## src/rtl/temp_poll_bcd_if.sv

```systemverilog
// Bus bundle between temp_poll_bcd and its environment.
// The bundle carries everything except the clock and reset.
//   en          : polling enable (into the poller)
//   temp_in     : raw DS18B20 controller temperature output (into the poller)
//   start       : one-cycle start pulse to the controller
//   temp_raw    : last accepted raw reading
//   sign        : 1 = negative reading
//   bcd_int     : integer magnitude, 3 BCD digits
//   bcd_frac    : tenths digit, BCD
//   temp_valid  : outputs hold a good reading
//   sensor_err  : last sample was 0xFFFF (dead bus)
//   data_strobe : one-cycle pulse when the outputs update
//   alarm       : hysteretic over-temperature flag
// The poller uses the slave modport. The environment (controller, display
// path or bench) uses the master modport.
interface temp_poll_bcd_if;
    logic        en;
    logic [15:0] temp_in;
    logic        start;
    logic [15:0] temp_raw;
    logic        sign;
    logic [11:0] bcd_int;
    logic [3:0]  bcd_frac;
    logic        temp_valid;
    logic        sensor_err;
    logic        data_strobe;
    logic        alarm;

    modport master (
        output en, temp_in,
        input  start, temp_raw, sign, bcd_int, bcd_frac,
               temp_valid, sensor_err, data_strobe, alarm
    );

    modport slave (
        input  en, temp_in,
        output start, temp_raw, sign, bcd_int, bcd_frac,
               temp_valid, sensor_err, data_strobe, alarm
    );
endinterface

```

## src/rtl/temp_poll_bcd.sv

```systemverilog
// temp_poll_bcd: periodic poller for the DS18B20 controller.
// The module pulses start every POLL_PERIOD_CYC cycles. It samples temp_in
// CAPTURE_DELAY_CYC cycles after each start pulse. It then converts the
// 12-bit two's-complement reading (LSB = 1/16 degC) into a sign, a 3-digit
// BCD integer part and a 1-digit BCD tenths part.
//
// Ports:
//   CLK_10MHZ : system clock
//   RST       : synchronous active-high reset
//   bus       : temp_poll_bcd_if.slave (en, temp_in in; start and results out)
//
// Optional feature: define TEMP_ALARM_EN to build the hysteretic
// over-temperature alarm. The ALARM_HI and ALARM_LO parameters exist only
// in that build. Without it, alarm is tied to 0.
module temp_poll_bcd #(
    parameter int unsigned POLL_PERIOD_CYC   = 10000000,
    parameter int unsigned CAPTURE_DELAY_CYC = 500000
`ifdef TEMP_ALARM_EN
    ,
    parameter logic signed [15:0] ALARM_HI = 16'sh0500,
    parameter logic signed [15:0] ALARM_LO = 16'sh0460
`endif
) (
    input  logic         CLK_10MHZ,
    input  logic         RST,
    temp_poll_bcd_if.slave bus
);

    localparam int unsigned TW = (POLL_PERIOD_CYC > 2)   ? $clog2(POLL_PERIOD_CYC)   : 1;
    localparam int unsigned CW = (CAPTURE_DELAY_CYC > 2) ? $clog2(CAPTURE_DELAY_CYC) : 1;

    typedef enum logic [2:0] {
        WAIT_POLL,
        START,
        WAIT_CAP,
        CAPTURE_CHK,
        PREP,
        CONVERT,
        COMMIT
    } state_t;

    state_t state, state_next;

    logic [TW-1:0] timer;
    logic [CW-1:0] cap_cnt;
    logic          discard;
    logic [15:0]   hold_raw;
    logic          sign_n;
    logic [7:0]    int8;
    logic [3:0]    frac_n;
    logic [19:0]   dd;
    logic [19:0]   dd_adj;
    logic [19:0]   dd_next;
    logic [2:0]    bit_cnt;
    logic [11:0]   mag12;
    logic [3:0]    frac_calc;

    logic [15:0]   temp_raw_r;
    logic          sign_r;
    logic [11:0]   bcd_int_r;
    logic [3:0]    bcd_frac_r;
    logic          temp_valid_r;
    logic          sensor_err_r;
    logic          data_strobe_r;

    logic issue;
    logic err_path;
    logic last_shift;

    // State register
    always_ff @(posedge CLK_10MHZ) begin
        if (RST) begin
            state <= WAIT_POLL;
        end else begin
            state <= state_next;
        end
    end

    // Next-state logic and control decodes
    always_comb begin
        state_next = state;
        issue      = 1'b0;
        err_path   = 1'b0;
        last_shift = 1'b0;
        case (state)
            WAIT_POLL: begin
                if (bus.en && (timer == '0)) begin
                    state_next = START;
                    issue      = 1'b1;
                end
            end
            START: state_next = WAIT_CAP;
            WAIT_CAP: begin
                if (cap_cnt == '0) state_next = CAPTURE_CHK;
            end
            CAPTURE_CHK: begin
                if (discard) begin
                    state_next = WAIT_POLL;
                end else if (hold_raw == 16'hFFFF) begin
                    state_next = WAIT_POLL;
                    err_path   = 1'b1;
                end else begin
                    state_next = PREP;
                end
            end
            PREP: state_next = CONVERT;
            CONVERT: begin
                if (bit_cnt == 3'd7) begin
                    state_next = COMMIT;
                    last_shift = 1'b1;
                end
            end
            COMMIT:  state_next = WAIT_POLL;
            default: state_next = WAIT_POLL;
        endcase
    end

    // Magnitude of the 12-bit reading. The low 12 bits of -raw depend only
    // on raw[11:0], so the full 16-bit negate is not needed.
    always_comb begin
        mag12 = hold_raw[15] ? (~hold_raw[11:0] + 12'd1) : hold_raw[11:0];
    end

    // Tenths = floor(frac16 * 10 / 16)
    always_comb begin
        case (mag12[3:0])
            4'd0, 4'd1:         frac_calc = 4'd0;
            4'd2, 4'd3:         frac_calc = 4'd1;
            4'd4:               frac_calc = 4'd2;
            4'd5, 4'd6:         frac_calc = 4'd3;
            4'd7:               frac_calc = 4'd4;
            4'd8, 4'd9:         frac_calc = 4'd5;
            4'd10, 4'd11:       frac_calc = 4'd6;
            4'd12:              frac_calc = 4'd7;
            4'd13, 4'd14:       frac_calc = 4'd8;
            default:            frac_calc = 4'd9;
        endcase
    end

    // One double-dabble step: add 3 to each BCD digit >= 5, then shift left
    always_comb begin
        dd_adj = dd;
        for (int unsigned i = 0; i < 3; i++) begin
            if (dd_adj[8 + 4*i +: 4] >= 4'd5) begin
                dd_adj[8 + 4*i +: 4] = dd_adj[8 + 4*i +: 4] + 4'd3;
            end
        end
        dd_next = dd_adj << 1;
    end

    // Datapath. The results and data_strobe are registered on the edge that
    // ends the last CONVERT cycle. They therefore appear together during the
    // COMMIT cycle, 11 cycles after capture.
    always_ff @(posedge CLK_10MHZ) begin
        if (RST) begin
            timer         <= '0;
            cap_cnt       <= '0;
            discard       <= 1'b1;
            hold_raw      <= '0;
            sign_n        <= 1'b0;
            int8          <= '0;
            frac_n        <= '0;
            dd            <= '0;
            bit_cnt       <= '0;
            temp_raw_r    <= '0;
            sign_r        <= 1'b0;
            bcd_int_r     <= '0;
            bcd_frac_r    <= '0;
            temp_valid_r  <= 1'b0;
            sensor_err_r  <= 1'b0;
            data_strobe_r <= 1'b0;
        end else begin
            data_strobe_r <= 1'b0;

            // The timer is loaded as START is entered, so the pulses are
            // exactly POLL_PERIOD_CYC cycles apart.
            if (issue) begin
                timer <= TW'(POLL_PERIOD_CYC - 1);
            end else if (timer != '0) begin
                timer <= timer - 1'b1;
            end

            if (state == START) begin
                cap_cnt <= CW'(CAPTURE_DELAY_CYC - 1);
            end else if ((state == WAIT_CAP) && (cap_cnt != '0)) begin
                cap_cnt <= cap_cnt - 1'b1;
            end

            if ((state == WAIT_CAP) && (cap_cnt == '0)) begin
                hold_raw <= bus.temp_in;
            end

            if (state == CAPTURE_CHK) begin
                if (discard) begin
                    discard <= 1'b0;
                end else if (err_path) begin
                    sensor_err_r  <= 1'b1;
                    temp_valid_r  <= 1'b0;
                    data_strobe_r <= 1'b1;
                end else begin
                    sign_n <= hold_raw[15];
                    int8   <= mag12[11:4];
                    frac_n <= frac_calc;
                end
            end

            if (state == PREP) begin
                dd      <= {12'd0, int8};
                bit_cnt <= '0;
            end

            if (state == CONVERT) begin
                dd      <= dd_next;
                bit_cnt <= bit_cnt + 1'b1;
            end

            if (last_shift) begin
                temp_raw_r    <= hold_raw;
                sign_r        <= sign_n;
                bcd_int_r     <= dd_next[19:8];
                bcd_frac_r    <= frac_n;
                temp_valid_r  <= 1'b1;
                sensor_err_r  <= 1'b0;
                data_strobe_r <= 1'b1;
            end
        end
    end

`ifdef TEMP_ALARM_EN
    logic alarm_r;

    // Hysteresis: set at or above HI, clear at or below LO, hold in between
    always_ff @(posedge CLK_10MHZ) begin
        if (RST) begin
            alarm_r <= 1'b0;
        end else if (last_shift) begin
            if ($signed(hold_raw) >= ALARM_HI) begin
                alarm_r <= 1'b1;
            end else if ($signed(hold_raw) <= ALARM_LO) begin
                alarm_r <= 1'b0;
            end
        end
    end

    assign bus.alarm = alarm_r;
`else
    assign bus.alarm = 1'b0;
`endif

    assign bus.start       = (state == START);
    assign bus.temp_raw    = temp_raw_r;
    assign bus.sign        = sign_r;
    assign bus.bcd_int     = bcd_int_r;
    assign bus.bcd_frac    = bcd_frac_r;
    assign bus.temp_valid  = temp_valid_r;
    assign bus.sensor_err  = sensor_err_r;
    assign bus.data_strobe = data_strobe_r;

endmodule

```

## src/flat_wrapper.sv

```systemverilog
// flat-port wrapper written by rule: the top's interface ports become plain ports
module temp_poll_bcd_flat 
#(
    parameter int unsigned POLL_PERIOD_CYC   = 10000000,
    parameter int unsigned CAPTURE_DELAY_CYC = 500000

)
  (CLK_10MHZ, RST, bus_en, bus_temp_in, bus_start, bus_temp_raw, bus_sign, bus_bcd_int, bus_bcd_frac, bus_temp_valid, bus_sensor_err, bus_data_strobe, bus_alarm);
  temp_poll_bcd_if bus_i ();
  input  logic CLK_10MHZ;
  input  logic RST;
  input wire logic [$bits(bus_i.en)-1:0] bus_en;
  input wire logic [$bits(bus_i.temp_in)-1:0] bus_temp_in;
  output wire logic [$bits(bus_i.start)-1:0] bus_start;
  output wire logic [$bits(bus_i.temp_raw)-1:0] bus_temp_raw;
  output wire logic [$bits(bus_i.sign)-1:0] bus_sign;
  output wire logic [$bits(bus_i.bcd_int)-1:0] bus_bcd_int;
  output wire logic [$bits(bus_i.bcd_frac)-1:0] bus_bcd_frac;
  output wire logic [$bits(bus_i.temp_valid)-1:0] bus_temp_valid;
  output wire logic [$bits(bus_i.sensor_err)-1:0] bus_sensor_err;
  output wire logic [$bits(bus_i.data_strobe)-1:0] bus_data_strobe;
  output wire logic [$bits(bus_i.alarm)-1:0] bus_alarm;
  assign bus_i.en = bus_en;
  assign bus_i.temp_in = bus_temp_in;
  assign bus_start = bus_i.start;
  assign bus_temp_raw = bus_i.temp_raw;
  assign bus_sign = bus_i.sign;
  assign bus_bcd_int = bus_i.bcd_int;
  assign bus_bcd_frac = bus_i.bcd_frac;
  assign bus_temp_valid = bus_i.temp_valid;
  assign bus_sensor_err = bus_i.sensor_err;
  assign bus_data_strobe = bus_i.data_strobe;
  assign bus_alarm = bus_i.alarm;
  temp_poll_bcd #(.POLL_PERIOD_CYC(POLL_PERIOD_CYC), .CAPTURE_DELAY_CYC(CAPTURE_DELAY_CYC)) u_core (.CLK_10MHZ(CLK_10MHZ), .RST(RST), .bus(bus_i));
endmodule
```

## config.mk

```make
export PLATFORM = sky130hd
export DESIGN_NAME = temp_poll_bcd_flat
export DESIGN_NICKNAME = d
export VERILOG_FILES = /design/src/rtl/temp_poll_bcd_if.sv /design/src/rtl/temp_poll_bcd.sv /design/src/flat_wrapper.sv
export SDC_FILE = /design/constraint.sdc
export NUM_CORES = 1
export LEC_CHECK = 0
export BUFFER_PORTS_ARGS = -buffer_cell sky130_fd_sc_hd__buf_2
export CORE_MARGIN = 3
export CORE_UTILIZATION = 60
export CTS_BUF_LIST = sky130_fd_sc_hd__clkbuf_16
export CTS_CLUSTER_SIZE = 30
export DETAILED_ROUTE_END_ITERATION = 6
export PLACE_DENSITY_LB_ADDON = 0.05
export SYNTH_ARGS = -nofsm -noshare
export SYNTH_HDL_FRONTEND = slang
export SYNTH_SLANG_ARGS = --single-unit
```

## constraint.sdc

```tcl
create_clock -name CLK_10MHZ -period 6.5 [get_ports CLK_10MHZ]
set_input_delay 0.65 -clock CLK_10MHZ [delete_from_list [all_inputs] [get_ports CLK_10MHZ]]
set_output_delay 0.65 -clock CLK_10MHZ [all_outputs]
set_load 0.01 [all_outputs]
```

==> results of run 1 <==
[metrics by stage]
stage               utilization  instances  setup WS [ns]
floorplan                     -        767          4.315
global placement         0.6589        910          3.737
detailed placement       0.6589        910          3.569
CTS                      0.7197        942          3.298
global route             0.7197        942          3.100
finish                   0.7197        942          3.311
[how the worst max path moves through the flow]
| stage | cells after the start | from | slack [ns] | to |
|---|---|---|---|---|
| 6_report | 4 | u_core.state[0] | 3.31 | bus_start |
| 2_1_floorplan | 7 | u_core.cap_cnt[2] | 4.31 | u_core.state[0] |
| 3_3_place_gp | 5 | u_core.state[2] | 3.74 | u_core.bus.bcd_int[3] |
| 3_5_place_dp | 5 | u_core.state[0] | 3.57 | u_core.bus.temp_raw[3] |
| 4_1_cts | 4 | u_core.state[0] | 3.30 | bus_start |
| 5_1_grt | 5 | u_core.state[0] | 3.10 | u_core.bus.bcd_frac[3] |
[cells in the final DEF (no fill, tap or decap), types with 17 or more instances in the layout]
| cell type | synthesis | layout |
|---|---|---|
| nor2_1 | 63 | 63 |
| dfxtp_1 | 135 | 135 |
| a211oi_1 | 29 | 29 |
| o21ai_0 | 18 | 18 |
| or3_1 | 20 | 20 |
| buf_2 | 1 | 54 |
| clkbuf_16 | 0 | 17 |
| nor3_1 | 27 | 26 |
| nand2_1 | 111 | 111 |
| xnor2_1 | 17 | 17 |
| inv_1 | 18 | 18 |
| xor2_1 | 22 | 22 |
| nand3_1 | 18 | 18 |
| a21oi_1 | 87 | 87 |
[layer usage]
metal / up-vias / wire, um / GRT usage
met2: 151 / 7276 / 0.4329
li1: 2800 / - / -
met5: - / 0 / 0
met3: 21 / 756 / 0.05743
met4: 0 / 225 / 0.09378
met1: 2670 / 6585 / 0.3281
[sequential cells by signal, summed over array words and instances (netlist names), 3 cells and up]
register             flops
u_core.timer            24
u_core.bus.bcd_frac      4
u_core.bus.temp_raw     16
u_core.hold_raw         16
u_core.frac_n            4
u_core.bit_cnt           3
u_core.bus.bcd_int      12
u_core.cap_cnt          19
u_core.state             3
u_core.dd               20
u_core.int8              8
[power by group through the flow]
stage	clock network (mW)	logic [mW]	registers [mW]
final	0.992	0.918	1.05
after global placement	0	0.858	1.06
after global routing	1.04	1.02	1.07
after detailed placement	0	0.893	1.06
after floorplan	0	0.763	1.01
after CTS	0.998	0.908	1.05
[logic make-up (layout without fill, tap and decap cells)]
kind of cell,Yosys count,count (layout),share of synthesized area
multiplexers,13,13,0.02071
AO/OA/AOI/OAI,185,185,0.1828
adder cells (fa/ha/maj),16,16,0.03156
other,1,1,0.0005911
buffers and inverters,66,108,0.04162
XOR/XNOR,39,39,0.05384
flip-flops,135,135,0.4260
AND/OR/NAND/NOR,312,312,0.2428
[area by class of cell]
| type | instances | area (sq um) | share of cell area |
|---|---|---|---|
| Multi-Input combinational cell | 566 | 3382 | 0.4678 |
| Sequential cell | 135 | 2703 | 0.3738 |
| Clock buffer | 17 | 425.4 | 0.05884 |
| Timing Repair Buffer | 58 | 300.3 | 0.04154 |
| Clock inverter | 15 | 185.2 | 0.02561 |
| Tap cell | 133 | 166.4 | 0.02302 |
| Inverter | 18 | 67.56 | 0.009346 |
[worst max-delay path: cells and delay by family, from the launching register on]
| family | cells | cell delay [ns] |
|---|---|---|
| buf+inv | 3 | 0.63 |
| simple gates | 1 | 0.64 |
| flops | 1 | 0.85 |
==> impl_metrics.yaml, run 1 <==
status:
  status: "finished, final reports clean"
final_layout:
  fill_cells: 796
  nets: 831
  n_antenna_cell: 0
  area_growth_pct: 13.96
  fin_area_sq_um: 7229
  drive_above_1_share: 0.1261
global_routing:
  track_usage: 0.2587
  first_global_vias: 5196
  overflow: 0
  grt_max_degree: 92
  grt_pass1_wl_um: 24550
  antenna_found_initial: 0
pwr:
  comb_power_share: 0.310
  power_mw: 2.961
  leakage_nw: 2.704
  peakVddDrop_mv: 0.2755
  seq_power_share: 0.355
  sw_frac_of_total: 0.3582
  p_switching_mw: 1.061
  clkPwrFrac: 0.335
  p_per_area_nw_per_um2: 409.6
  intPower_mw: 1.901
synth:
  yosys.area.top_type: "dfxtp_1"
  synth_area_leaders: "dfxtp_1 (43%), a21oi_1 (6.9%), nand2_1 (6.6%)"
  netlist_instances: 767
  synth-async-reset-ratio: 0
  synthDistinctLibCells: 58
  synth_area_sq_um: 6344
  yosys-top-cells-count: "dfxtp_1 (135), nand2_1 (111), a21oi_1 (87)"
  synth_nets: 802
  ys_seq_area_frac: 0.4260
  synth_edf_count: 0
  avgSynthCellArea_sq_um: 8.271
  ys_warn_count: 0
  yosysMostFrequentCell: "dfxtp_1"
  synth_top_area_share: 0.4260
  ys.flop_type: "dfxtp_1"
  ys_ff_latch: 135
clock_network:
  cts_tree: "built"
  cts_setup_buffers: 0
  hold_buffers: 0
  clk_pin_slew_ns: 0.06
  clock_sinks: 135
  h-tree-depth: 4
  cts-resized-gates: 0
  clock_latency_ns: 0.42
  cts_buffers: 17
  cts_root_buffer: "clkbuf_16"
  ctsLongestPathBuffers: 2
die:
  fp.dieW_um: 108.8
  start_util: 0.6315
  num_rows: 36
  dieArea_sq_um: 11840
  io_pins: 57
  die_y_um: 108.8
  coreArea_sq_um: 10040
worst_hold_path:
  hold_start: "u_core.bus.temp_raw[0]"
  hold_path_end: "u_core.bus.temp_raw[0]"
  min_path_type: "flip-flop to flip-flop"
  worstHoldPathCells: 2
timing:
  rsz0062_at_grt: "false"
  fmax_ghz: 0.3136
  setup_tns_ns: 0
  clock_skew_ns: 0.004842
  setup_viol: 0
  hold_viol: 0
  finalCriticalPeriod_ns: 3.189
  max_slew.worst_pin.slew_ns: 1.287
  maxSlewViolCount: 0
  fin_crit_sh: 0.4906
  slew-limit-headroom: 0.1404
  hold_slack_ns: 0.4577
route:
  drc: 0
  via_per_inst: 5.989
  num_vias: 5642
  avgRoutedWirePerCell_um: 15.76
  detail-route-antenna-nets: 0
  drt_iter0_markers: 560
  first_pass_iters: 5
  routed_wl_um: 14840
place:
  dpl.hpwl_um: 9932
  io_buffers: 55
  place_area_sq_um: 6619
  place_congestion: 0.8513
critical_path:
  endpoint_kind: "output port"
  crit_top_cell: "inv_1"
  cp_max_fo: 20
  arrival_ns: 2.54
  crit_chain: "inv_1 -> or3_1 -> inv_1 -> buf_2"
  path_class: "flip-flop to output port"
  startpoint_type: "flip-flop"
  cpPeakStageDelay_ns: 0.85
  cp.required_ns: 5.85
  r2r_start: "u_core.state[0]"
  critPathSlowestCell: "dfxtp_1"
  rr_worst_depth: 5
  r2r_slack_ns: 3.45
  timing.rr.end: "u_core.bus.bcd_frac[3]"
job:
  maxCapViolations: 0
No activity file was read; power rests on OpenSTA's default activity.
==> run 2, diff against run 1 <==
--- a/config.mk
+++ b/config.mk
@@ -5,6 +5,7 @@
 export SDC_FILE = /design/constraint.sdc
 export NUM_CORES = 1
 export LEC_CHECK = 0
+export ABC_AREA = 1
 export BUFFER_PORTS_ARGS = -buffer_cell sky130_fd_sc_hd__buf_2
 export CORE_MARGIN = 3
 export CORE_UTILIZATION = 60
==> constraint.sdc (replaced) <==
create_clock -name CLK_10MHZ -period 3.2 [get_ports CLK_10MHZ]
set_input_delay 0.32 -clock CLK_10MHZ [delete_from_list [all_inputs] [get_ports CLK_10MHZ]]
set_output_delay 0.32 -clock CLK_10MHZ [all_outputs]
set_load 0.01 [all_outputs]
==> impl_metrics.yaml, run 2 <==
status:
  status: "finished, final reports clean"
die:
  die_y_um: 111.6
  start_util: 0.6309
  io_pins: 57
  coreArea_sq_um: 10600
  fp.dieW_um: 111.6
  dieArea_sq_um: 12450
  num_rows: 37
timing:
  setup_tns_ns: 0
  fmax_ghz: 0.4336
  hold_slack_ns: 0.1322
  setup_viol: 0
  rsz0062_at_grt: "false"
  maxSlewViolCount: 0
  hold_viol: 0
  slew-limit-headroom: 0.5032
  finalCriticalPeriod_ns: 2.307
  clock_skew_ns: 0.009329
  fin_crit_sh: 0.7208
  max_slew.worst_pin.slew_ns: 0.7443
  setup_slack_ns: 0.8935
global_routing:
  track_usage: 0.2572
  antenna_found_initial: 0
  grt_use_met2: 0.4270
  gr-usage-met1: 0.3230
  grt_pass1_wl_um: 26610
  first_global_vias: 5766
  overflow: 0
  grt.busiest_layer: "met2"
  grtUsageMet3: 0.07011
  grt_max_degree: 62
final_layout:
  ff_latch_area_sq_um: 2703
  final_cell_mix: "nand2_1 (200), dfxtp_1 (135), nor2_1 (129), inv_1 (96), a21oi_1 (90)"
  final_common_cell: "nand2_1"
  drive_above_1_share: 0.1144
  largest_reg_flops: 24
  fill_cells: 918
  fin_area_sq_um: 7485
  multi_input_area_sq_um: 3391
  regMostFlops: "u_core.timer"
  nets: 1028
  n_antenna_cell: 0
  reg.largest.list: "u_core.timer (24), u_core.dd (20), u_core.cap_cnt (19)"
  area_growth_pct: 11.90
pwr:
  p_per_area_nw_per_um2: 941.8
  leakage_nw: 3.470
  power_mw: 7.049
  peakVddDrop_mv: 0.6394
critical_path:
  cpPeakStageDelay_ns: 0.49
  crit_chain: "nor2_4 -> inv_2 -> nor2_8 -> nand2_4 -> clkinv_2 -> o21a_1 -> o21ai_1 -> inv_1"
  cp_max_fo: 44
  r2r_start: "u_core.state[1]"
  path_class: "flip-flop to flip-flop"
  arrival_ns: 2.62
  cp.required_ns: 3.51
  endpoint_kind: "flip-flop"
  critPathLaunch: "u_core.state[1]"
  critPathSlowestCell: "clkinv_2"
  startpoint_type: "flip-flop"
clock_network:
  cts-resized-gates: 0
  h-tree-depth: 4
  cts_root_buffer: "clkbuf_16"
  clock_sinks: 135
  cts_setup_buffers: 0
  hold_buffers: 0
  cts_buffers: 17
  clk_pin_slew_ns: 0.06
  cts_tree: "built"
  ctsLongestPathBuffers: 2
  clock_latency_ns: 0.42
synth:
  ys_seq_area_frac: 0.4040
  yosys-top-cells-count: "nand2_1 (200), dfxtp_1 (135), nor2_1 (129)"
  synth-async-reset-ratio: 0
  synthDistinctLibCells: 43
  ys_warn_count: 0
  synth_nets: 988
  synth_area_leaders: "dfxtp_1 (40%), nand2_1 (11%), nor2_1 (7.2%)"
  avgSynthCellArea_sq_um: 7.019
  synth_edf_count: 0
  netlist_instances: 953
  yosys.area.top_type: "dfxtp_1"
  synth_area_sq_um: 6689
  ys_ff_latch: 135
  synth_top_area_share: 0.4040
  yosysMostFrequentCell: "nand2_1"
  ys.flop_type: "dfxtp_1"
route:
  detail-route-antenna-nets: 0
  first_pass_iters: 5
  drt_iter0_markers: 455
  num_vias: 6211
  routed_wl_um: 15660
  drc: 0
  avgRoutedWirePerCell_um: 13.72
  via_per_inst: 5.443
worst_hold_path:
  hold_start: "bus_temp_in[7]"
  min_path_type: "primary input to flip-flop"
place:
  dpl.hpwl_um: 10990
  pre_cts_slack_ns: 0.9353
  place_congestion: 0.9438
  place_area_sq_um: 6945
  io_buffers: 55
job:
  maxCapViolations: 0
-- run 2: cell count changes in the layout (fill, tap and decap cells not counted), moves of 28 or more --
cell and delta:
nor2_1 +66, nand2_1 +89, o21ai_0 +51, inv_1 +78, a211oi_1 -28, nand3_1 +38
-- run 2: worst paths after layout --
path	end	slack [ns]	depth (start not counted)
worst max-delay path	u_core.bus.bcd_int[9]	0.89	8
worst max register to register	u_core.bus.bcd_int[9]	0.89	8
worst min register to register	u_core.bus.bcd_frac[2]	0.46	2
worst min-delay path	u_core.hold_raw[7]	0.13	3
-- run 2: logic make-up (layout without fill, tap and decap cells) --
group,after synthesis,count (layout),synth area share
and+or+nand+nor,447,447,0.2892
AOI/OAI and AO/OA,185,185,0.1480
buffers and inverters,139,191,0.08904
DFF,135,135,0.4040
xor gates and xnor gates,30,30,0.03928
adders and majority gates,16,16,0.02993
other,1,1,0.0005606
-- run 2: power breakdown --
| part | switching (mW) | internal [mW] |
|---|---|---|
| Combinational | 1.99 | 1.02 |
| Sequential | 0.306 | 1.96 |
| Clock | 0.726 | 1.05 |
-- run 2: final cells by class --
cell class	instances	share of cell area
repair buffers	58	0.03979
multi-input cells	679	0.4530
clock buffers	17	0.05684
well taps	136	0.02273
flip-flops and latches	135	0.3611
inverters	102	0.05132
clock inverters	14	0.01521
-- run 2: routing by layer --
layer	vias to the layer above	part of all wire
met2	197	0.47
met5	-	0
met3	29	0.055
li1	3166	-
met4	0	0.022
met1	2819	0.45
-- run 2: critical path: cells and delay by family, from the launching register on --
| family | cells | cell delay [ns] |
|---|---|---|
| buf+inv | 3 | 0.85 |
| compound gates | 2 | 0.42 |
| simple gates | 3 | 0.46 |
| flops | 1 | 0.45 |
-- run 2: metrics by stage --
stage,instances,utilization
2_1_floorplan,953,-
3_3_place_gp,1110,0.6551
3_5_place_dp,1110,0.6551
4_1_cts,1141,0.7060
5_1_grt,1141,0.7060
6_report,1141,0.7060
==> run 3, diff against run 2 <==
--- a/config.mk
+++ b/config.mk
@@ -8,7 +8,7 @@
 export ABC_AREA = 1
 export BUFFER_PORTS_ARGS = -buffer_cell sky130_fd_sc_hd__buf_2
 export CORE_MARGIN = 3
-export CORE_UTILIZATION = 60
+export CORE_UTILIZATION = 54
 export CTS_BUF_LIST = sky130_fd_sc_hd__clkbuf_16
 export CTS_CLUSTER_SIZE = 30
 export DETAILED_ROUTE_END_ITERATION = 6
==> constraint.sdc (replaced) <==
create_clock -name CLK_10MHZ -period 1.89 [get_ports CLK_10MHZ]
set_input_delay 0.189 -clock CLK_10MHZ [delete_from_list [all_inputs] [get_ports CLK_10MHZ]]
set_output_delay 0.189 -clock CLK_10MHZ [all_outputs]
set_load 0.01 [all_outputs]
==> impl_metrics.yaml, run 3 (synthesized netlist as in run 2, its figures left out) <==
critical_path:
  cp_max_fo: 19
  r2r_start: "u_core.state[2]"
  r2r_slack_ns: 0.18
  cp.required_ns: 1.70
  startpoint_type: "flip-flop"
  timing.rr.end: "u_core.bus.temp_raw[5]"
  rr_worst_depth: 9
  arrival_ns: 1.58
  path_class: "flip-flop to output port"
  endpoint_kind: "output port"
clock_network:
  cts_setup_buffers: 0
  cts_tree: "built"
  cts_root_buffer: "clkbuf_16"
  h-tree-depth: 4
  clock_latency_ns: 0.43
  clk_pin_slew_ns: 0.06
  ctsLongestPathBuffers: 2
  clock_sinks: 135
  cts_buffers: 17
worst_hold_path:
  worstHoldPathCells: 3
  hold_path_end: "u_core.hold_raw[7]"
  hold_start: "bus_temp_in[7]"
  min_path_type: "primary input to flip-flop"
route:
  first_pass_iters: 5
  routed_wl_um: 15640
  detail-route-antenna-nets: 0
  avgRoutedWirePerCell_um: 12.93
  num_vias: 6141
  drt_iter0_markers: 351
  drc: 0
  via_per_inst: 5.075
global_routing:
  first_global_vias: 5615
  overflow: 0
  grt_use_met2: 0.3993
  grtUsageMet3: 0.06992
  antenna_found_initial: 0
  grt_pass1_wl_um: 26210
  grt.busiest_layer: "met2"
  gr-usage-met1: 0.3012
  track_usage: 0.2383
  grt_max_degree: 64
timing:
  clock_skew_ns: 0.009338
  setup_viol: 0
  max_slew.worst_pin.slew_ns: 0.5331
  finalCriticalPeriod_ns: 1.764
  hold_viol: 0
  setup_slack_ns: 0.1258
  hold_slack_ns: 0.006926
  fin_crit_sh: 0.9335
  rsz0062_at_grt: "true"
  slew-limit-headroom: 0.6409
  fmax_ghz: 0.5668
  maxSlewViolCount: 0
final_layout:
  finalNonFillerCells: 1210
  final_common_cell: "nand2_1"
  fill_cells: 1122
  final_cell_mix: "nand2_1 (200), dfxtp_1 (134), nor2_1 (129), inv_1 (93), a21oi_1 (89)"
  n_antenna_cell: 0
  drive_above_1_share: 0.1392
  largest_reg_flops: 24
  fin_util: 0.6561
  regMostFlops: "u_core.timer"
  multi_input_area_sq_um: 3417
  nets: 1064
  area_growth_pct: 18.31
  reg.largest.list: "u_core.timer (24), u_core.dd (20), u_core.cap_cnt (19)"
  ff_latch_area_sq_um: 2706
place:
  place_congestion: 0.9096
  dpl.hpwl_um: 10810
  dp.cells: 1168
  io_buffers: 55
  pre_cts_slack_ns: 0.08434
die:
  coreArea_sq_um: 12060
  fp.dieW_um: 117.3
  die_y_um: 117.3
  io_pins: 57
  num_rows: 40
  start_util: 0.5546
  dieArea_sq_um: 13760
pwr:
  leakage_nw: 3.665
  peakVddDrop_mv: 0.7821
  p_per_area_nw_per_um2: 1585
job:
  maxCapViolations: 0
status:
  status: "finished, final reports clean"
==> run 3: cell count changes in the layout (fill, tap and decap cells not counted), moves of 3 or more <==
cell / previous run / this run
inv_1: 96 / 93
dlygate4sd3_1: 0 / 10
o21ai_1: 2 / 5
inv_6: 1 / 4
buf_4: 3 / 27
o21ai_0: 69 / 66
==> run 3: worst max-delay path: stages, from the launching register on <==
cell and delay (ns):
dfxtp_4 0.39, inv_2 0.09, nor2_1 0.13, nand2_1 0.06
buf_4 0.19, inv_1 0.12, buf_2 0.15
==> run 3: worst max-delay path by stage <==
stage | start | to | slack [ns] | cells past startpoint
floorplan | u_core.hold_raw[0] | u_core.frac_n[2] | 0.22 | 10
global placement | u_core.hold_raw[1] | u_core.frac_n[0] | 0.15 | 11
detailed placement | u_core.hold_raw[1] | u_core.frac_n[2] | 0.08 | 10
CTS | u_core.hold_raw[1] | u_core.frac_n[2] | 0.06 | 10
global route | u_core.hold_raw[1] | u_core.frac_n[2] | -0.02 | 10
finish | u_core.state[0] | bus_start | 0.13 | 6
==> run 3: layout make-up <==
class                      instances  share of cell area
clock inverter                    15             0.01897
sequential                       135              0.3420
inverter                         102             0.04885
clock buffer                      17             0.05375
timing repair buffer              94             0.07810
multi-input combinational        679              0.4318
tap                              168             0.02656
==> run 3: through the flow <==
step / power [mW] / TNS, ns / cell area (sq um)
floorplan: 7.910 / 0 / 6689
global placement: 9.135 / 0 / 7206
detailed placement: 9.175 / 0 / 7206
CTS: 12.47 / 0 / 7883
global route: 13.60 / -0.02349 / 7914
finish: 12.54 / 0 / 7914
==> run 3: power by group <==
group / internal, mW / switching [mW]
Clock: 1.94 / 1.30
Sequential: 3.32 / 0.480
Combinational: 2.02 / 3.49
==> run 3: repair_timing <==
| item | CTS | global route |
|---|---|---|
| hold buffers | 10 | 0 |
| endpoints found under the hold margin | 10 | 0 |
| endpoints found under the setup margin | 1 | 22 |
| gates resized for setup | 1 | 11 |
==> run 3: per-layer routing <==
metal / wire (um) / part of all wire
met5: 0 / 0
met1: 7473 / 0.48
met3: 716 / 0.046
met4: 162 / 0.010
met2: 7286 / 0.47
